File: src/rtl/alu_multicycle_pkg.sv
// Shared operation codes and FSM state encoding for alu_multicycle.
// ST_HCF exists only when ALU_HCF_EN is defined.
package alu_multicycle_pkg;

  localparam logic [3:0] ALU_AND = 4'b0000;
  localparam logic [3:0] ALU_OR  = 4'b0001;
  localparam logic [3:0] ALU_ADD = 4'b0010;
  localparam logic [3:0] ALU_SLL = 4'b0011;
  localparam logic [3:0] ALU_SRL = 4'b0101;
  localparam logic [3:0] ALU_MUL = 4'b0110;
  localparam logic [3:0] ALU_XOR = 4'b0111;
  localparam logic [3:0] ALU_HCF = 4'b1001;

  typedef logic [1:0] state_t;

  localparam state_t ST_IDLE = 2'd0;
  localparam state_t ST_MUL  = 2'd1;
`ifdef ALU_HCF_EN
  localparam state_t ST_HCF  = 2'd2;
`endif
  localparam state_t ST_DONE = 2'd3;

endpackage

File: src/rtl/alu_hcf_unit.sv
// Binary (Stein) GCD engine, one step per cycle; o_done is combinational so the
// parent can register the result on the same edge the answer becomes known.
module alu_hcf_unit #(
  parameter int XLEN    = 64,
  parameter int SHAMT_W = 6
) (
  input  logic            clock,
  input  logic            reset,
  input  logic            i_start,
  input  logic [XLEN-1:0] i_a,
  input  logic [XLEN-1:0] i_b,
  output logic            o_done,
  output logic [XLEN-1:0] o_result
);

  logic               r_busy;
  logic [XLEN-1:0]    r_a;
  logic [XLEN-1:0]    r_b;
  logic [SHAMT_W-1:0] r_k;
  logic               w_term;
  logic [XLEN-1:0]    w_base;

  // Zero operand or equal operands end the iteration; common factors of two are restored via r_k.
  assign w_term   = (r_a == '0) || (r_b == '0) || (r_a == r_b);
  assign w_base   = (r_a == '0) ? r_b : r_a;
  assign o_done   = r_busy && w_term;
  assign o_result = w_base << r_k;

  always_ff @(posedge clock or posedge reset) begin
    if (reset) begin
      r_busy <= 1'b0;
      r_a    <= '0;
      r_b    <= '0;
      r_k    <= '0;
    end else if (i_start) begin
      r_busy <= 1'b1;
      r_a    <= i_a;
      r_b    <= i_b;
      r_k    <= '0;
    end else if (r_busy) begin
      if (w_term) begin
        r_busy <= 1'b0;
      end else begin
        case ({r_a[0], r_b[0]})
          2'b00: begin
            r_a <= r_a >> 1;
            r_b <= r_b >> 1;
            r_k <= r_k + SHAMT_W'(1);
          end
          2'b01:   r_a <= r_a >> 1;
          2'b10:   r_b <= r_b >> 1;
          default: begin
            if (r_a > r_b) r_a <= (r_a - r_b) >> 1;
            else           r_b <= (r_b - r_a) >> 1;
          end
        endcase
      end
    end
  end

endmodule

File: src/rtl/alu_multicycle.sv
// Multi-cycle ALU: single-cycle logic/add/shift ops, shift-add MUL, optional HCF.
// Define ALU_HCF_EN to include the GCD unit; otherwise code 1001 is illegal.
module alu_multicycle
  import alu_multicycle_pkg::*;
#(
  parameter int XLEN    = 64,
  parameter int SHAMT_W = 6
) (
  input  logic            clock,
  input  logic            reset,
  input  logic            in_valid,
  output logic            in_ready,
  input  logic [3:0]      alu_control,
  input  logic            regwrite_in,
  input  logic [4:0]      rd_in,
  input  logic [XLEN-1:0] op_a,
  input  logic [XLEN-1:0] op_b,
  output logic            out_valid,
  input  logic            out_ready,
  output logic [XLEN-1:0] result,
  output logic            regwrite_out,
  output logic [4:0]      rd_out,
  output logic            illegal
);

  state_t             r_state;
  logic [XLEN-1:0]    r_result;
  logic               r_regwrite;
  logic [4:0]         r_rd;
  logic               r_illegal;
  logic [XLEN-1:0]    r_mcand;
  logic [XLEN-1:0]    r_mplier;
  logic [XLEN-1:0]    r_acc;
  logic [SHAMT_W-1:0] r_cnt;

  logic               w_accept;
  logic [SHAMT_W-1:0] w_shamt;
  logic [XLEN-1:0]    w_single;
  logic [XLEN-1:0]    w_acc_next;

  assign in_ready     = (r_state == ST_IDLE);
  assign out_valid    = (r_state == ST_DONE);
  assign result       = r_result;
  assign regwrite_out = r_regwrite;
  assign rd_out       = r_rd;
  assign illegal      = r_illegal;

  assign w_accept   = in_valid && in_ready;
  assign w_shamt    = op_b[SHAMT_W-1:0];
  assign w_acc_next = r_acc + (r_mplier[0] ? r_mcand : '0);

  always_comb begin
    // NOTE: default assignment first so no case path leaves w_single unassigned and infers a latch.
    w_single = '0;
    case (alu_control)
      ALU_AND: w_single = op_a & op_b;
      ALU_OR:  w_single = op_a | op_b;
      ALU_ADD: w_single = op_a + op_b;
      ALU_SLL: w_single = op_a << w_shamt;
      ALU_SRL: w_single = op_a >> w_shamt;
      ALU_XOR: w_single = op_a ^ op_b;
      default: w_single = '0;
    endcase
  end

`ifdef ALU_HCF_EN
  logic            w_hcf_start;
  logic            w_hcf_done;
  logic [XLEN-1:0] w_hcf_result;

  assign w_hcf_start = w_accept && (alu_control == ALU_HCF);

  alu_hcf_unit #(
    .XLEN    (XLEN),
    .SHAMT_W (SHAMT_W)
  ) u_hcf (
    .clock    (clock),
    .reset    (reset),
    .i_start  (w_hcf_start),
    .i_a      (op_a),
    .i_b      (op_b),
    .o_done   (w_hcf_done),
    .o_result (w_hcf_result)
  );
`endif

  // NOTE: state updates use <= so every branch below sees the pre-edge register values.
  always_ff @(posedge clock or posedge reset) begin
    if (reset) begin
      r_state    <= ST_IDLE;
      r_result   <= '0;
      r_regwrite <= 1'b0;
      r_rd       <= '0;
      r_illegal  <= 1'b0;
      r_mcand    <= '0;
      r_mplier   <= '0;
      r_acc      <= '0;
      r_cnt      <= '0;
    end else begin
      case (r_state)
        ST_IDLE: begin
          if (w_accept) begin
            r_rd       <= rd_in;
            r_regwrite <= regwrite_in;
            r_illegal  <= 1'b0;
            case (alu_control)
              ALU_AND, ALU_OR, ALU_ADD, ALU_SLL, ALU_SRL, ALU_XOR: begin
                r_result <= w_single;
                r_state  <= ST_DONE;
              end
              ALU_MUL: begin
                r_mcand  <= op_a;
                r_mplier <= op_b;
                r_acc    <= '0;
                r_cnt    <= '0;
                r_state  <= ST_MUL;
              end
`ifdef ALU_HCF_EN
              ALU_HCF: r_state <= ST_HCF;
`endif
              default: begin
                r_result   <= '0;
                r_regwrite <= 1'b0;
                r_illegal  <= 1'b1;
                r_state    <= ST_DONE;
              end
            endcase
          end
        end
        ST_MUL: begin
          // The XLEN-th iteration lands directly in r_result on the DONE transition.
          r_acc    <= w_acc_next;
          r_mcand  <= r_mcand << 1;
          r_mplier <= r_mplier >> 1;
          r_cnt    <= r_cnt + SHAMT_W'(1);
          if (r_cnt == SHAMT_W'(XLEN - 1)) begin
            r_result <= w_acc_next;
            r_state  <= ST_DONE;
          end
        end
`ifdef ALU_HCF_EN
        ST_HCF: begin
          if (w_hcf_done) begin
            r_result <= w_hcf_result;
            r_state  <= ST_DONE;
          end
        end
`endif
        ST_DONE: begin
          if (out_ready) r_state <= ST_IDLE;
        end
        default: r_state <= ST_IDLE;
      endcase
    end
  end

endmodule

File: config.mk
export PLATFORM = sky130hd
export DESIGN_NAME = alu_multicycle
export DESIGN_NICKNAME = d
export VERILOG_FILES = /design/src/rtl/alu_multicycle_pkg.sv /design/src/rtl/alu_hcf_unit.sv /design/src/rtl/alu_multicycle.sv
export SDC_FILE = /design/constraint.sdc
export NUM_CORES = 2
export LEC_CHECK = 0
export ABC_AREA = 1
export CORE_ASPECT_RATIO = 1.25
export CORE_UTILIZATION = 55
export DETAILED_ROUTE_END_ITERATION = 8
export PLACE_DENSITY_LB_ADDON = 0.12
export RECOVER_POWER = 25
export SLEW_MARGIN = 0
export SYNTH_ARGS = -nofsm -noshare
export SYNTH_HDL_FRONTEND = slang
export SYNTH_SLANG_ARGS = --single-unit
File: constraint.sdc
create_clock -name clock -period 20.2 [get_ports clock]
set_input_delay 6.06 -clock clock [delete_from_list [all_inputs] [get_ports clock]]
set_output_delay 6.06 -clock clock [all_outputs]
set_load 0.02 [all_outputs]
Word-level counts from Yosys, hierarchy flattened
Index checks and enable logic that the tools add are counted. W data, S select, Z words.

Register bits: 271. Input bits: 142. Output and inout port bits: 73.

Add/subtract/negate cells: 3. Reductions and logical operators: 10. Bitwise gates (word level): 3. Equality and inequality tests: 14. Mux-type cells: 25. Shifts and indexed selects: 2.

Operators by type and width (count): $pmux W64 S2 (5); $mux W64 (9); $pmux W64 S6 (1); $add A64 B64 Y64 (2); $and A64 B64 Y64 (1); $or A64 B64 Y64 (1); $shl A64 B6 Y64 (1); $shr A64 B6 Y64 (1); $xor A64 B64 Y64 (1); $eq A4 B3 Y1 const B (3); $mux W6 (2); $pmux W6 S2 (1); $eq A4 B2 Y1 const B (2); $mux W2 (4); $reduce_or A7 Y1 (1); $add A6 B1 Y6 const B (1); $eq A6 B6 Y1 const B (1); $ne A2 B1 Y1 const B (3); $pmux W2 S3 (1); $reduce_and A3 Y1 (2); $reduce_or A6 Y1 (1); $eq A4 B1 Y1 const B (1); $logic_not A4 Y1 (1); $ne A2 B2 Y1 const B (2); other kinds (8) (9).

Depth between registers and ports, before layout
Depth in word-level cells: 5. Gate-level depth with buffers: 22.

Least setup slack after synthesis
OpenSTA, ideal clock, no wires.

Path kind: input -> register. Start: in op_b[4]. End: reg r_result[28], in the netlist result[28]. Stages: 18. Setup time: 118 ps. Setup slack: 11806 ps. Arrival: 8276 ps. Path through: buf_2 > inv_2 > clkbuf_1 > clkbuf_1 > ha_1 > nand2_1 > nor2_1 > nand3_1 > nand2_1 > nand2_1 > nand2_1 > nand2_1 > nand2_1 > or2_2 > nand3_1 > nand3_1 > a21oi_1 > nor2_1.

Longest elaborated chain between the ends: 5. Elaborated cells on any way between the ends: 7.

RTL lines: from (decl) (RTL line alu_multicycle.sv:17) `input logic [XLEN-1:0] op_b,`; $add A64 B64 Y64, or another cell as far along (RTL line alu_multicycle.sv:58) `ALU_ADD: w_single = op_a + op_b;`; $pmux W64 S6 (*) (RTL line alu_multicycle.sv:55) `case (alu_control)`; $pmux W64 S2 (*) (RTL line alu_multicycle.sv:106) `case (alu_control)`; $mux W64 (*) (RTL line alu_multicycle.sv:102) `if (w_accept) begin`; $pmux W64 S2 (*) (RTL line alu_multicycle.sv:100) `case (r_state)`; to (signal assigned) (RTL line alu_multicycle.sv:108) `r_result <= w_single;`; to (signal assigned) (RTL line alu_multicycle.sv:137) `r_result <= w_acc_next;`; to (decl) (RTL line alu_multicycle.sv:27) `logic [XLEN-1:0] r_result;`.

Every way passes the cells marked *; elsewhere a longest branch is shown, timed or not. The select of a mux whose other input is x is not followed. A chain may end at the register's enable or synchronous reset.

==> qor.csv <==
metric;value;unit
hold path depth;2;
Num CTS Buffers;31;
Final min period;11.97;ns
number of setup buffers added after CTS;0;
worst slew pin tran;4.21;ns
Sw Pwr;2.63;mW
final-layout fill cell count;6064;
simple-gate share of the synthesized area;0.463;
H-tree depth;1;
Yosys warnings;0;
post_cts resized;0;
P_leak;20.6;nW
routed vias;42600;
sequential power share;0.215;
Syn Std Cell Area;33700;sq um
Post-synth EDFFs;0;
clock sinks;271;
FFs w/ async S/R, synth;1.00;
antenna diode count;0;
logic gate share of total power;0.655;
DR iter-0 viols;6403;
switching share of power;0.553;
final slew viol count;144;
path depth of the worst reg2reg path;9;
flop-to-flop setup slack;15.25;ns
CTS tree;built;
fmax;83.6;MHz
DR vias/cell;6.14;
Synth Net Count;6465;
setup tns final;0;ns
pwr dens;129;nW/um^2
Hold Path End;rd_out[1]$_DFFE_PP0P_;
Final period util;0.592;
Port Buf Inserts;214;
CTS root buf;clkbuf_16;
Core ar.;60700;sq um
Detailed Route WL;161000;um
cell with the most instances after synthesis;nand2_1;
maxcap violations;2;
status;complete, but fails checks;
die area;62400;sq um
distinct cell type count of the synthesized netlist;45;
Clock Skew;0.0288;ns
via count of the first global-routing pass;39900;
largest area contributor in the netlist;nand2_1;
Die Ht;279;um
drc violations;3;
FP Rows;101;
Synth Area in Adders;0.0728;
setup violators final;0;
HP Class;register to register;
Fin. Hold Viols;0;
first-pass GRT wire length;236000;um
GR Util All Layers;0.505;
final hold slack;0.487;ns
Layout Nets;6484;
CP Launch Type;input pin;
post-synthesis compound-gate area fraction;0.125;
Area Growth Syn to Fin;9.62;%
multiplexer share of the synthesized area;0;
largest family of logic cells by synthesized area;simple AND/OR/NAND/NOR gates;
Max Buffers Root-to-Sink;3;
RSZ-0062 raised after global routing;false;
initial antenna violation count;4;
Hold Path Origin;rd_out[1]$_DFFE_PP0P_;
largest net degree at the start of global routing;116;
Seq cells post-synth;271;
CP Data Required Time;20.83;ns
fraction of layout cells with a size suffix above 1;0.0209;
Die Wd;224;um
Critical R2R Launch;r_state[1]$_DFFE_PP0P_;
WL/cell;23.2;um
worst-path fanout max;82;
Starting Density;0.556;
failing checks;DRC, capacitance limit, slew limit;
largest cells by area after synthesis;nand2_1 (24%), dfrtp_1 (20%), nand3_1 (14%);
DP HPWL;125000;um
XOR/XNOR share of the synthesized area;0.000779;
io pins;215;
CTS clock-pin slew for the worst setup and hold paths;0.07;ns
CTS Hold Buffers Added;0;
worst-skew pair later-pin latency;0.66;ns
Slew HR;-1.82;
Cells after Synth;6128;
gr ovfl total;0;
Synth top area share;0.240;
RePlAce Congestion;1.12;
TritonRoute pass-1 iters;9;
Arr. time, crit path;12.59;ns
post-route ant nets;0;
Crit. End Element;asynchronous set/reset pin;
Clk pwr share;0.130;
worst setup path category;input pin to asynchronous set/reset pin;
Max VDD drop;0.000103;V
R2R Path End;result[38]$_DFFE_PP0P_;
predominant post-synthesis flop cell;dfrtp_1;
mean post-synth cell area;5.51;sq um
internal power;2.13;mW
most frequent cells after synthesis;nand2_1 (2162), nand3_1 (917), inv_1 (902);
post-synthesis sequential area ratio;0.201;
per-layer routing:
layer  track usage  part of all wire  vias up
li1              -                 -    19700
met1         0.581              0.35    19300
met2         0.797              0.44     2889
met3         0.116              0.12      771
met4         0.421             0.098        6
met5             0           0.00030        -
power groups by stage:
stage | Sequential (mW) | Combinational (mW) | Clock [mW]
floorplan | 1.05 | 1.99 | 0
global placement | 1.01 | 2.90 | 0
global route | 1.04 | 3.40 | 0.631
detailed placement | 1.02 | 2.97 | 0
CTS | 1.01 | 3.01 | 0.613
finish | 1.02 | 3.12 | 0.617
sequential cells by signal, indices dropped and copies added, names as in the netlist:
| name | count |
|---|---|
| rd_out | 5 |
| r_mcand | 64 |
| r_state | 2 |
| r_mplier | 64 |
| illegal | 1 |
| r_cnt | 6 |
| regwrite_out | 1 |
| result | 64 |
| r_acc | 64 |
stage by stage:
stage | instance area, sq um | power (mW) | util | setup WS (ns) | instances
6_report | 37000 | 4.76 | 0.610 | 8.23 | 6942
5_1_grt | 37000 | 5.08 | 0.610 | 7.16 | 6942
4_1_cts | 37000 | 4.64 | 0.610 | 10.85 | 6942
3_5_place_dp | 35900 | 3.99 | 0.593 | 10.20 | 6886
3_3_place_gp | 35900 | 3.90 | 0.593 | 10.27 | 6886
2_1_floorplan | 33700 | 3.04 | - | 6.67 | 6128
cell type report:
cell class,instances,area [sq um],share of cell area
Sequential cell,271,6780,0.183
Timing Repair Buffer,249,2390,0.0645
Multi-Input combinational cell,4680,22400,0.605
Clock inverter,22,245,0.00663
Tap cell,772,966,0.0261
Inverter,914,3440,0.0930
Clock buffer,34,807,0.0218
worst max path at each step:
stage	start	endpoint	slack, ns	cells past startpoint
floorplan	reset	illegal$_DFFE_PP0P_	6.67	1
global placement	alu_control[0]	result[38]$_DFFE_PP0P_	10.27	10
detailed placement	alu_control[0]	result[38]$_DFFE_PP0P_	10.20	10
CTS	alu_control[0]	result[38]$_DFFE_PP0P_	10.85	10
global route	reset	r_mplier[46]$_DFFE_PP0P_	7.16	4
finish	reset	r_mplier[51]$_DFFE_PP0P_	8.23	4
logic make-up (layout without fill, tap and decap cells):
logic type	count (synthesis)	after routing
AO/OA/AOI/OAI	736	736
XOR/XNOR	3	3
AND/OR/NAND/NOR	3746	3746
flip-flops	271	271
buffers and inverters	1177	1219
adder cells (fa/ha/maj)	195	195
critical path, cell delays in order:
cell	delay, ns
dlygate4sd3_1	0.54
clkinvlp_2	2.32
clkbuf_1	2.48
buf_4	1.04
layout by cell type (no fill, tap or decap), types with 38 or more instances in the layout:
cell type / instances
clkdlybuf4s50_1: 200
o211ai_1: 86
inv_1: 899
nand2_1: 2160
o22ai_1: 39
dfrtp_1: 270
nand3_1: 917
nor2_1: 485
nor3_1: 47
a31oi_1: 68
buf_4: 38
nand4_1: 63
ha_1: 193
a21oi_1: 293
o21ai_0: 165
Power figures use the tool's default switching activity.
